File: src/rtl/pattern_pwm_rx_pkg.sv
// Shared definitions for the pattern PWM receiver: state encoding, duty width, default start latency.
// The PAT_RX_MAJORITY_EN build option uses maj3 from here.
package pattern_pwm_rx_pkg;

  localparam int DUTY_W        = 8;
  localparam int START_LAT_DEF = 2;

  typedef enum logic [1:0] {
    ST_IDLE = 2'd0,
    ST_WAIT = 2'd1,
    ST_BIT  = 2'd2,
    ST_DONE = 2'd3
  } rx_state_e;

  function automatic logic maj3(input logic a, input logic b, input logic c);
    return (a & b) | (a & c) | (b & c);
  endfunction

endpackage

File: src/rtl/pattern_pwm_rx_sampler.sv
// Mid-bit sampler: strobes once per bit and supplies the bit value.
// With PAT_RX_MAJORITY_EN defined, votes over three samples around mid-bit when dn >= 2.
module pattern_pwm_rx_sampler
  import pattern_pwm_rx_pkg::*;
(
`ifdef PAT_RX_MAJORITY_EN
  input  logic              clk,
  input  logic              rst_n,
`endif
  input  logic              i_en,
  input  logic [DUTY_W-1:0] i_duty_cnt,
  input  logic [DUTY_W-1:0] i_dn,
  input  logic              i_pwm,
  output logic              o_strobe,
  output logic              o_bit
);

  logic [DUTY_W-1:0] w_mid;
  assign w_mid = i_dn >> 1;

`ifdef PAT_RX_MAJORITY_EN
  logic r_s0;
  logic r_s1;
  logic w_vote;
  assign w_vote = (i_dn >= 8'd2);

  // Capture the m-1 and m samples; the m+1 sample is taken live at the strobe.
  always_ff @(posedge clk) begin
    if (!rst_n) begin
      r_s0 <= 1'b0;
      r_s1 <= 1'b0;
    end else begin
      if (i_en && (i_duty_cnt == (w_mid - 8'd1))) begin
        r_s0 <= i_pwm;
      end else begin
        r_s0 <= r_s0;
      end
      if (i_en && (i_duty_cnt == w_mid)) begin
        r_s1 <= i_pwm;
      end else begin
        r_s1 <= r_s1;
      end
    end
  end

  assign o_strobe = i_en && (w_vote ? (i_duty_cnt == (w_mid + 8'd1)) : (i_duty_cnt == w_mid));
  assign o_bit    = w_vote ? maj3(r_s0, r_s1, i_pwm) : i_pwm;
`else
  assign o_strobe = i_en && (i_duty_cnt == w_mid);
  assign o_bit    = i_pwm;
`endif

endmodule

File: src/rtl/pattern_pwm_rx.sv
// Pattern PWM receiver: recovers a _PAT_WIDTH-bit word sent LSB first, duty_num+1 clocks per bit.
// Build option PAT_RX_MAJORITY_EN selects three-sample majority voting in the sampler.
module pattern_pwm_rx
  import pattern_pwm_rx_pkg::*;
#(
  parameter int _PAT_WIDTH = 8,
  parameter int START_LAT  = START_LAT_DEF
) (
  input  logic                  clk,
  input  logic                  rst_n,
  input  logic                  rx_en,
  input  logic [DUTY_W-1:0]     duty_num,
  input  logic [_PAT_WIDTH-1:0] exp_pat,
  input  logic                  pwm_in,
  output logic [_PAT_WIDTH-1:0] pat_out,
  output logic                  busy,
  output logic                  valid,
  output logic                  match,
  output logic                  ovr
);

  localparam int BIT_W = $clog2(_PAT_WIDTH);

  rx_state_e             r_state;
  rx_state_e             w_next;
  logic [DUTY_W-1:0]     r_dn;
  logic [_PAT_WIDTH-1:0] r_exp;
  logic [DUTY_W-1:0]     r_lat_cnt;
  logic [DUTY_W-1:0]     r_duty_cnt;
  logic [BIT_W-1:0]      r_bit_cnt;
  logic [_PAT_WIDTH-1:0] r_shift;
  logic [_PAT_WIDTH-1:0] r_pat_out;
  logic                  r_valid;
  logic                  r_match;
  logic                  r_busy;
  logic                  r_ovr;

  logic                  w_strobe;
  logic                  w_bit;
  logic                  w_duty_last;
  logic                  w_bit_last;
  logic                  w_lat_last;
  logic [_PAT_WIDTH-1:0] w_shift_next;

  pattern_pwm_rx_sampler u_sampler (
`ifdef PAT_RX_MAJORITY_EN
    .clk        (clk),
    .rst_n      (rst_n),
`endif
    .i_en       (r_state == ST_BIT),
    .i_duty_cnt (r_duty_cnt),
    .i_dn       (r_dn),
    .i_pwm      (pwm_in),
    .o_strobe   (w_strobe),
    .o_bit      (w_bit)
  );

  assign w_duty_last  = (r_duty_cnt == r_dn);
  assign w_bit_last   = (r_bit_cnt == BIT_W'(_PAT_WIDTH - 1));
  assign w_lat_last   = (r_lat_cnt == DUTY_W'(START_LAT - 2));
  // The final sample may coincide with the DONE transition (dn=0), so results use the post-shift value.
  assign w_shift_next = w_strobe ? {w_bit, r_shift[_PAT_WIDTH-1:1]} : r_shift;

  // Next-state decode.
  always_comb begin
    w_next = r_state;
    case (r_state)
      ST_IDLE: begin
        if (rx_en) begin
          w_next = (START_LAT == 1) ? ST_BIT : ST_WAIT;
        end else begin
          w_next = ST_IDLE;
        end
      end
      ST_WAIT: begin
        if (w_lat_last) begin
          w_next = ST_BIT;
        end else begin
          w_next = ST_WAIT;
        end
      end
      ST_BIT: begin
        if (w_duty_last && w_bit_last) begin
          w_next = ST_DONE;
        end else begin
          w_next = ST_BIT;
        end
      end
      ST_DONE: w_next = ST_IDLE;
      default: w_next = ST_IDLE;
    endcase
  end

  // State, counters, shift register and registered outputs.
  always_ff @(posedge clk) begin
    if (!rst_n) begin
      r_state    <= ST_IDLE;
      r_dn       <= '0;
      r_exp      <= '0;
      r_lat_cnt  <= '0;
      r_duty_cnt <= '0;
      r_bit_cnt  <= '0;
      r_shift    <= '0;
      r_pat_out  <= '0;
      r_valid    <= 1'b0;
      r_match    <= 1'b0;
      r_busy     <= 1'b0;
      r_ovr      <= 1'b0;
    end else begin
      r_state <= w_next;
      r_ovr   <= rx_en && (r_state != ST_IDLE);
      r_valid <= (w_next == ST_DONE);
      r_busy  <= (w_next == ST_WAIT) || (w_next == ST_BIT);
      case (r_state)
        ST_IDLE: begin
          if (rx_en) begin
            r_dn       <= duty_num;
            r_exp      <= exp_pat;
            r_lat_cnt  <= '0;
            r_duty_cnt <= '0;
            r_bit_cnt  <= '0;
            r_shift    <= '0;
          end else begin
            r_dn <= r_dn;
          end
        end
        ST_WAIT: r_lat_cnt <= r_lat_cnt + 8'd1;
        ST_BIT: begin
          r_shift <= w_shift_next;
          if (w_duty_last) begin
            r_duty_cnt <= '0;
            r_bit_cnt  <= r_bit_cnt + BIT_W'(1);
          end else begin
            r_duty_cnt <= r_duty_cnt + 8'd1;
          end
        end
        ST_DONE: r_duty_cnt <= '0;
        default: r_duty_cnt <= '0;
      endcase
      if (w_next == ST_DONE) begin
        r_pat_out <= w_shift_next;
        r_match   <= (w_shift_next == r_exp);
      end else begin
        r_pat_out <= r_pat_out;
      end
    end
  end

  assign pat_out = r_pat_out;
  assign busy    = r_busy;
  assign valid   = r_valid;
  assign match   = r_match;
  assign ovr     = r_ovr;

endmodule
File: config.mk
export PLATFORM = sky130hd
export DESIGN_NAME = pattern_pwm_rx
export DESIGN_NICKNAME = d
export VERILOG_FILES = /design/src/rtl/pattern_pwm_rx_pkg.sv /design/src/rtl/pattern_pwm_rx_sampler.sv /design/src/rtl/pattern_pwm_rx.sv
export SDC_FILE = /design/constraint.sdc
export NUM_CORES = 1
export LEC_CHECK = 0
export CAP_MARGIN = 20
export CORE_MARGIN = 5
export CORE_UTILIZATION = 40
export DETAILED_ROUTE_END_ITERATION = 10
export GPL_TIMING_DRIVEN = 0
export SLEW_MARGIN = 40
export SYNTH_ARGS = -nofsm -noshare
export SYNTH_HDL_FRONTEND = slang
export SYNTH_HIERARCHICAL = 1
export SYNTH_SLANG_ARGS = --single-unit
File: constraint.sdc
create_clock -name clk -period 6.6 [get_ports clk]
set_clock_uncertainty 0.15 [all_clocks]
set_input_delay 0.99 -clock clk [delete_from_list [all_inputs] [get_ports clk]]
set_output_delay 0.99 -clock clk [all_outputs]
set_load 0.01 [all_outputs]
==> impl_metrics.json, run 1 <==
{
  "drive_gt1_share_pct": 8.65,
  "ctsResizeCount": 0,
  "post-route-period-util_pct": 45.8,
  "avgSynthCellArea_um2": 9.18,
  "rsz0062_at_grt": "no",
  "grt_pass1_vias": 2069,
  "holdBufCountCts": 0,
  "yosys_warnings": 6,
  "synth_area_um2": 2760,
  "worstPathArrival_ns": 3.09,
  "synth_cell_types": 47,
  "dpl.hpwl_um": 4300,
  "endpoint_kind": "flip-flop",
  "vias": 2117,
  "drtIter0Drc": 89,
  "r2r_slack_ns": 3.85,
  "finalMaxSlewViolations": 0,
  "cts_setup_buffers": 0,
  "setup_viol": 0,
  "status": "complete, no violations",
  "wl_met2_um": 2490,
  "utilization_pct": 49.6,
  "antenna_found_initial": 0,
  "critical_path_required_ns": 6.67,
  "synthCells": 301,
  "rr_worst_depth": 10,
  "path_clk_slew_ns": 0.06,
  "vias_per_cell": 4.96,
  "cts_root_buf": "clkbuf_8",
  "area_growth_pct": 21.3,
  "ant_nets": 0,
  "core_um2": 6760,
  "routed_wl_um": 5960,
  "path_class": "in -> reg",
  "clkPwrFrac_pct": 37.2,
  "worst_pin_slew_ns": 0.527,
  "finalHoldViolations": 0,
  "synth_edf_count": 0,
  "nNetsFinal": 369,
  "hold_depth": 2,
  "slew_headroom_pct": 64.9,
  "gp_congestion": 0.801,
  "synthFlopType": "dfxtp_1",
  "layout.cells.non_filler": 427,
  "fin_crit_ns": 3.02,
  "dieArea_um2": 8670,
  "drt_first_pass_iters": 4,
  "wl_per_cell_um": 14.0,
  "crit_path_start_kind": "primary input",
  "dr_wl_met3_um": 267,
  "die_x_um": 93.1,
  "synth-seq-cells": 57,
  "dieHeight_um": 93.1,
  "fmax_ghz": 0.331,
  "crit_fanout": 10,
  "cts_buffers": 9,
  "grt_usage_pct": 14.9,
  "overflow": 0,
  "diodes": 0,
  "synth_seq_area_share_pct": 41.3,
  "synth_nets": 328,
  "initial_core_util_pct": 40.9,
  "drc": 0,
  "port_buffers": 30,
  "drv_cap": 0,
  "ir_drop_mv": 0.179,
  "p_sw_mw": 0.229,
  "switching_share_pct": 26.8,
  "total_leakage_power_nw": 1.36,
  "cts_tree": "yes",
  "htreeDepth": 3,
  "p_comb_share_pct": 17.8,
  "io_pins": 32,
  "highest_layer": "met4",
  "min_path_type": "reg -> reg",
  "placementRows": 30,
  "async_flop_share_pct": 0,
  "worstSkewPairLatency_ns": 0.32,
  "dp.cells": 411,
  "clockBufferDepth": 2,
  "grt_pass1_wl_um": 10000,
  "seqPwrFrac_pct": 45.1,
  "intPower_mw": 0.624,
  "preCtsSetupSlack_ns": 3.23,
  "p_per_area_nw_per_um2": 254,
  "routedLengthMet1_um": 3090,
  "clock_sinks": 57,
  "grt_max_degree": 11,
  "tns_ns": 0,
  "setup_slack_ns": 3.58
}
[state kept, by name (all words and copies together), names as in the netlist]
name,flops
pat_out,8
ovr,1
r_dn,8
r_state,2
r_duty_cnt,8
valid,1
r_lat_cnt,8
r_shift,8
r_bit_cnt,3
r_exp,8
busy,1
match,1
[through the flow]
step / power (mW) / cell area, um^2 / hold slack [ns]
6_report: 0.852 / 3350 / 0.322
5_1_grt: 0.899 / 3350 / 0.356
4_1_cts: 0.864 / 3350 / 0.330
3_5_place_dp: 0.544 / 3160 / 0.315
3_3_place_gp: 0.544 / 3160 / 0.313
2_1_floorplan: 0.486 / 2760 / 0.305
[worst paths after layout]
path                            startpoint    endpoint
worst min-delay path                 match       match
worst max register to register  r_state[1]       match
worst max-delay path                 rx_en  pat_out[1]
worst min register to register       match       match
[synth_stat cells (2+ instances only)]
library cell  number  area, um^2
dfxtp_1           57        1140
nand2_1           52         195
a21boi_0          17         128
nor2b_1           17         106
xnor2_1           14         123
mux2i_1           13         130
and2_1            12        75.1
xor2_1            11        96.3
a22oi_1           10        75.1
nand3_1           10        50.1
clkbuf_1           9        33.8
o211a_1            8        80.1
ha_1               7        87.6
nor2_1             6        22.5
a21oi_1            5        25.0
a31oi_1            5        31.3
inv_1              5        18.8
buf_2              4        20.0
nand4_1            3        18.8
a32o_1             2        20.0
a41oi_1            2        17.5
buf_1              2        7.51
clkbuf_2           2        10.0
nand3b_1           2        15.0
nor4_1             2        12.5
nor4_2             2        25.0
nor4_4             2        42.5
[power groups by stage]
stage / clock [mW] / sequential (mW) / combinational [mW]
finish: 0.317 / 0.384 / 0.151
global route: 0.341 / 0.387 / 0.171
CTS: 0.325 / 0.384 / 0.154
detailed placement: 0 / 0.392 / 0.153
global placement: 0 / 0.392 / 0.152
floorplan: 0 / 0.393 / 0.0925
[layer usage]
metal	vias up	global-route usage, %
li1	1123	-
met1	944	20.0
met2	41	21.8
met3	9	5.15
met4	0	5.74
met5	-	0
[critical path, cell delays in order]
cell             delay [ns]
clkdlybuf4s50_1        0.56
o21bai_1               0.17
a21oi_1                0.16
a41o_1                 0.17
ha_1                   0.16
clkbuf_1               0.31
buf_1                  0.35
nand2_1                0.11
o211a_1                0.13
[placed cells by master (no fill, tap or decap), types with 3 or more instances in the layout]
| cell | n |
|---|---|
| nor2b_1 | 17 |
| nand2_1 | 52 |
| mux2i_1 | 13 |
| buf_2 | 4 |
| and2_1 | 12 |
| o211a_1 | 8 |
| a21boi_0 | 17 |
| xnor2_1 | 14 |
| a21oi_1 | 5 |
| clkdlybuf4s50_1 | 30 |
| a22oi_1 | 10 |
| clkbuf_1 | 12 |
| nand4_1 | 3 |
| nand3_1 | 10 |
| clkbuf_8 | 10 |
| nor2_1 | 6 |
| a31oi_1 | 5 |
| xor2_1 | 11 |
| ha_1 | 7 |
| dfxtp_1 | 57 |
| inv_1 | 5 |
[cell families after synthesis]
logic type | share of synthesized area (%)
AND/OR/NAND/NOR | 22.7
AO/OA/AOI/OAI | 16.3
flip-flops | 41.3
XOR/XNOR | 7.93
buffers and inverters | 3.53
multiplexers | 5.12
adder cells (fa/ha/maj) | 3.17
[layout make-up]
cell class	instances	area [um^2]
Buffer	18	78.8
Clock buffer	13	149
Clock inverter	3	40.0
Fill cell	644	3400
Inverter	5	18.8
Multi-Input combinational cell	221	1520
Sequential cell	57	1140
Tap cell	80	100
Timing Repair Buffer	30	300
Power figures use the tool's default switching activity.
==> inputs of run 2 (changes only) <==
clock period = 3.05 ns   (was 6.6 ns; I/O delays follow)
==> results of run 2 <==
The final DEF is identical to that of run 1. Status: complete, no violations.
Among the figures that moved: setup slack after placement 3.23 ns -> 0.216 ns; clock-pin slew on the worst setup and hold paths 0.06 ns -> 0.07 ns; setup slack after layout 3.58 ns -> 0.298 ns; hold slack 0.322 ns -> 0.270 ns; start point of the critical path rx_en -> r_state[1]; end point of the critical path pat_out[1] -> match; register-to-register setup slack 3.85 ns -> 0.30 ns; end point of the worst hold path match -> r_shift[7]; total power 0.852 mW -> 1.84 mW; worst IR drop on VDD 0.179 mV -> 0.387 mV
==> inputs of run 3 (changes only) <==
CTS_BUF_LIST = sky130_fd_sc_hd__clkbuf_4   (was default)
CTS_CLUSTER_DIAMETER = 80   (was default)
clock period = 2.5 ns   (was 3.05 ns; I/O delays follow)
==> run 3 against run 2 <==
Net effect:
- via count is 5.2% higher
- hold slack worse by 0.13 ns
- register-to-register slack worse by 0.23 ns
- sequential power is 23% higher
- cell count is 3.0% higher
- fmax is 13% higher
- critical path type unchanged
==> impl_metrics.json, run 3 (same netlist as run 1, synthesis figures left out) <==
{
  "drtIter0Drc": 82,
  "vias_per_cell": 5.06,
  "post-route-period-util_pct": 97.2,
  "diodes": 0,
  "routed_wl_um": 6250,
  "fillers": 616,
  "setup_slack_ns": 0.0701,
  "gp_congestion": 0.801,
  "endpoint_kind": "flip-flop",
  "vias": 2228,
  "area_growth_pct": 30.8,
  "worstPathArrival_ns": 2.57,
  "dieHeight_um": 93.1,
  "dpl.hpwl_um": 4300,
  "ir_drop_mv": 0.322,
  "path_class": "reg -> reg",
  "setup_viol": 0,
  "total_leakage_power_nw": 1.46,
  "cts_buffers": 9,
  "port_buffers": 30,
  "dieArea_um2": 8670,
  "critical_path_required_ns": 2.64,
  "io_pins": 32,
  "slowest_delay_ns": 0.47,
  "grt_pass1_vias": 2080,
  "drc": 0,
  "worstSkewPairLatency_ns": 0.39,
  "wl_per_cell_um": 14.2,
  "crit_fanout": 9,
  "min_path_type": "in -> reg",
  "rr_worst_depth": 9,
  "worst_pin_slew_ns": 0.522,
  "finalMaxSlewViolations": 0,
  "preCtsSetupSlack_ns": -0.252,
  "die_x_um": 93.1,
  "hold_depth": 3,
  "p_per_area_nw_per_um2": 600,
  "crit_family": "simple AND/OR/NAND/NOR gates",
  "ff_latch_area_um2": 1160,
  "placementRows": 30,
  "initial_core_util_pct": 40.9,
  "clock_sinks": 57,
  "status": "complete, no violations",
  "drt_first_pass_iters": 4,
  "cts_tree": "yes",
  "clockBufferDepth": 2,
  "layout_common_cells": "nand2_1, dfxtp_1, clkdlybuf4s50_1",
  "dpl_cell_area_um2": 3160,
  "utilization_pct": 53.5,
  "slew_headroom_pct": 65.2,
  "tns_ns": 0,
  "nNetsFinal": 382,
  "fin_crit_ns": 2.43,
  "core_um2": 6760,
  "finalHoldViolations": 0,
  "overflow": 0,
  "grt_usage_pct": 14.9,
  "grt_pass1_wl_um": 10100,
  "antenna_found_initial": 0,
  "crit_path_cell_trace": "inv_2 > ha_1 > or4b_4 > nor4_4 > a21oi_1 > a41o_1 > ha_4 > buf_6 > o211a_1",
  "rsz0062_at_grt": "yes",
  "final_common_cell": "nand2_1",
  "crit_slowest_cell": "or4b_4",
  "grt_max_degree": 11,
  "postLayoutCellArea_um2": 3610,
  "fmax_ghz": 0.412,
  "worst-path-stages": 9,
  "holdBufCountCts": 0,
  "crit_path_start_kind": "flip-flop",
  "path_buf_inv": 2,
  "drive_gt1_share_pct": 21.4,
  "ant_nets": 0,
  "htreeDepth": 3,
  "drv_cap": 0,
  "cts_root_buf": "clkbuf_4",
  "path_clk_slew_ns": 0.10,
  "multi_input_area_um2": 1690,
  "fin_hold_ws_ns": 0.144
}
run 3: cell count changes in the layout (fill, tap and decap cells not counted), moves of 8 or more:
cell      previous run  this run
buf_4                1        14
clkbuf_4             0        12
dfxtp_1             57        45
clkbuf_8            10         0
dfxtp_2              0         9
mux2i_1             13         5
run 3: power breakdown:
group	switching (mW)	total [mW]	leakage, nW	internal, mW
sequential	0.0493	1.02	0.470	0.968
combinational	0.232	0.488	0.910	0.256
clock	0.329	0.662	0.0787	0.333
run 3: routing by layer:
metal | vias to the layer above | track usage [%] | wire, um
li1 | 1153 | - | -
met1 | 1013 | 20.1 | 3140
met4 | 0 | 5.13 | 96
met2 | 50 | 22.1 | 2720
met5 | - | 0 | 0
met3 | 12 | 5.07 | 303
run 3: cell type report:
type                    count  share of cell area [%]
multi-input cells         221                    46.8
flip-flops and latches     57                    32.2
repair buffers             44                    11.3
plain buffers              17                    2.77
well taps                  80                    2.77
clock buffers              12                    2.49
clock inverters             4                    1.21
inverters                   5                   0.519
run 3: worst paths after layout:
kind                              endpoint         start  slack (ns)
worst max-delay path            pat_out[6]  r_lat_cnt[0]        0.07
worst min-delay path            r_shift[7]        pwm_in        0.14
worst max register to register  pat_out[6]  r_lat_cnt[0]        0.07
worst min register to register       match         match        0.32
run 3: what timing repair did:
item	CTS	global route
setup buffers	0	12
resized for setup	6	49
pin swaps	0	10
endpoints found under the hold margin	0	0
endpoints found under the setup margin	9	9
cloned	0	2
run 3: metrics by stage:
step,power [mW],std cells
2_1_floorplan,1.28,301
3_3_place_gp,1.44,411
3_5_place_dp,1.44,411
4_1_cts,2.11,426
5_1_grt,2.29,440
6_report,2.17,440
run 3: worst min-delay path, stage by stage:
cell and delay [ns]:
buf_4 0.10, a22oi_1 0.07, nor2b_1 0.11
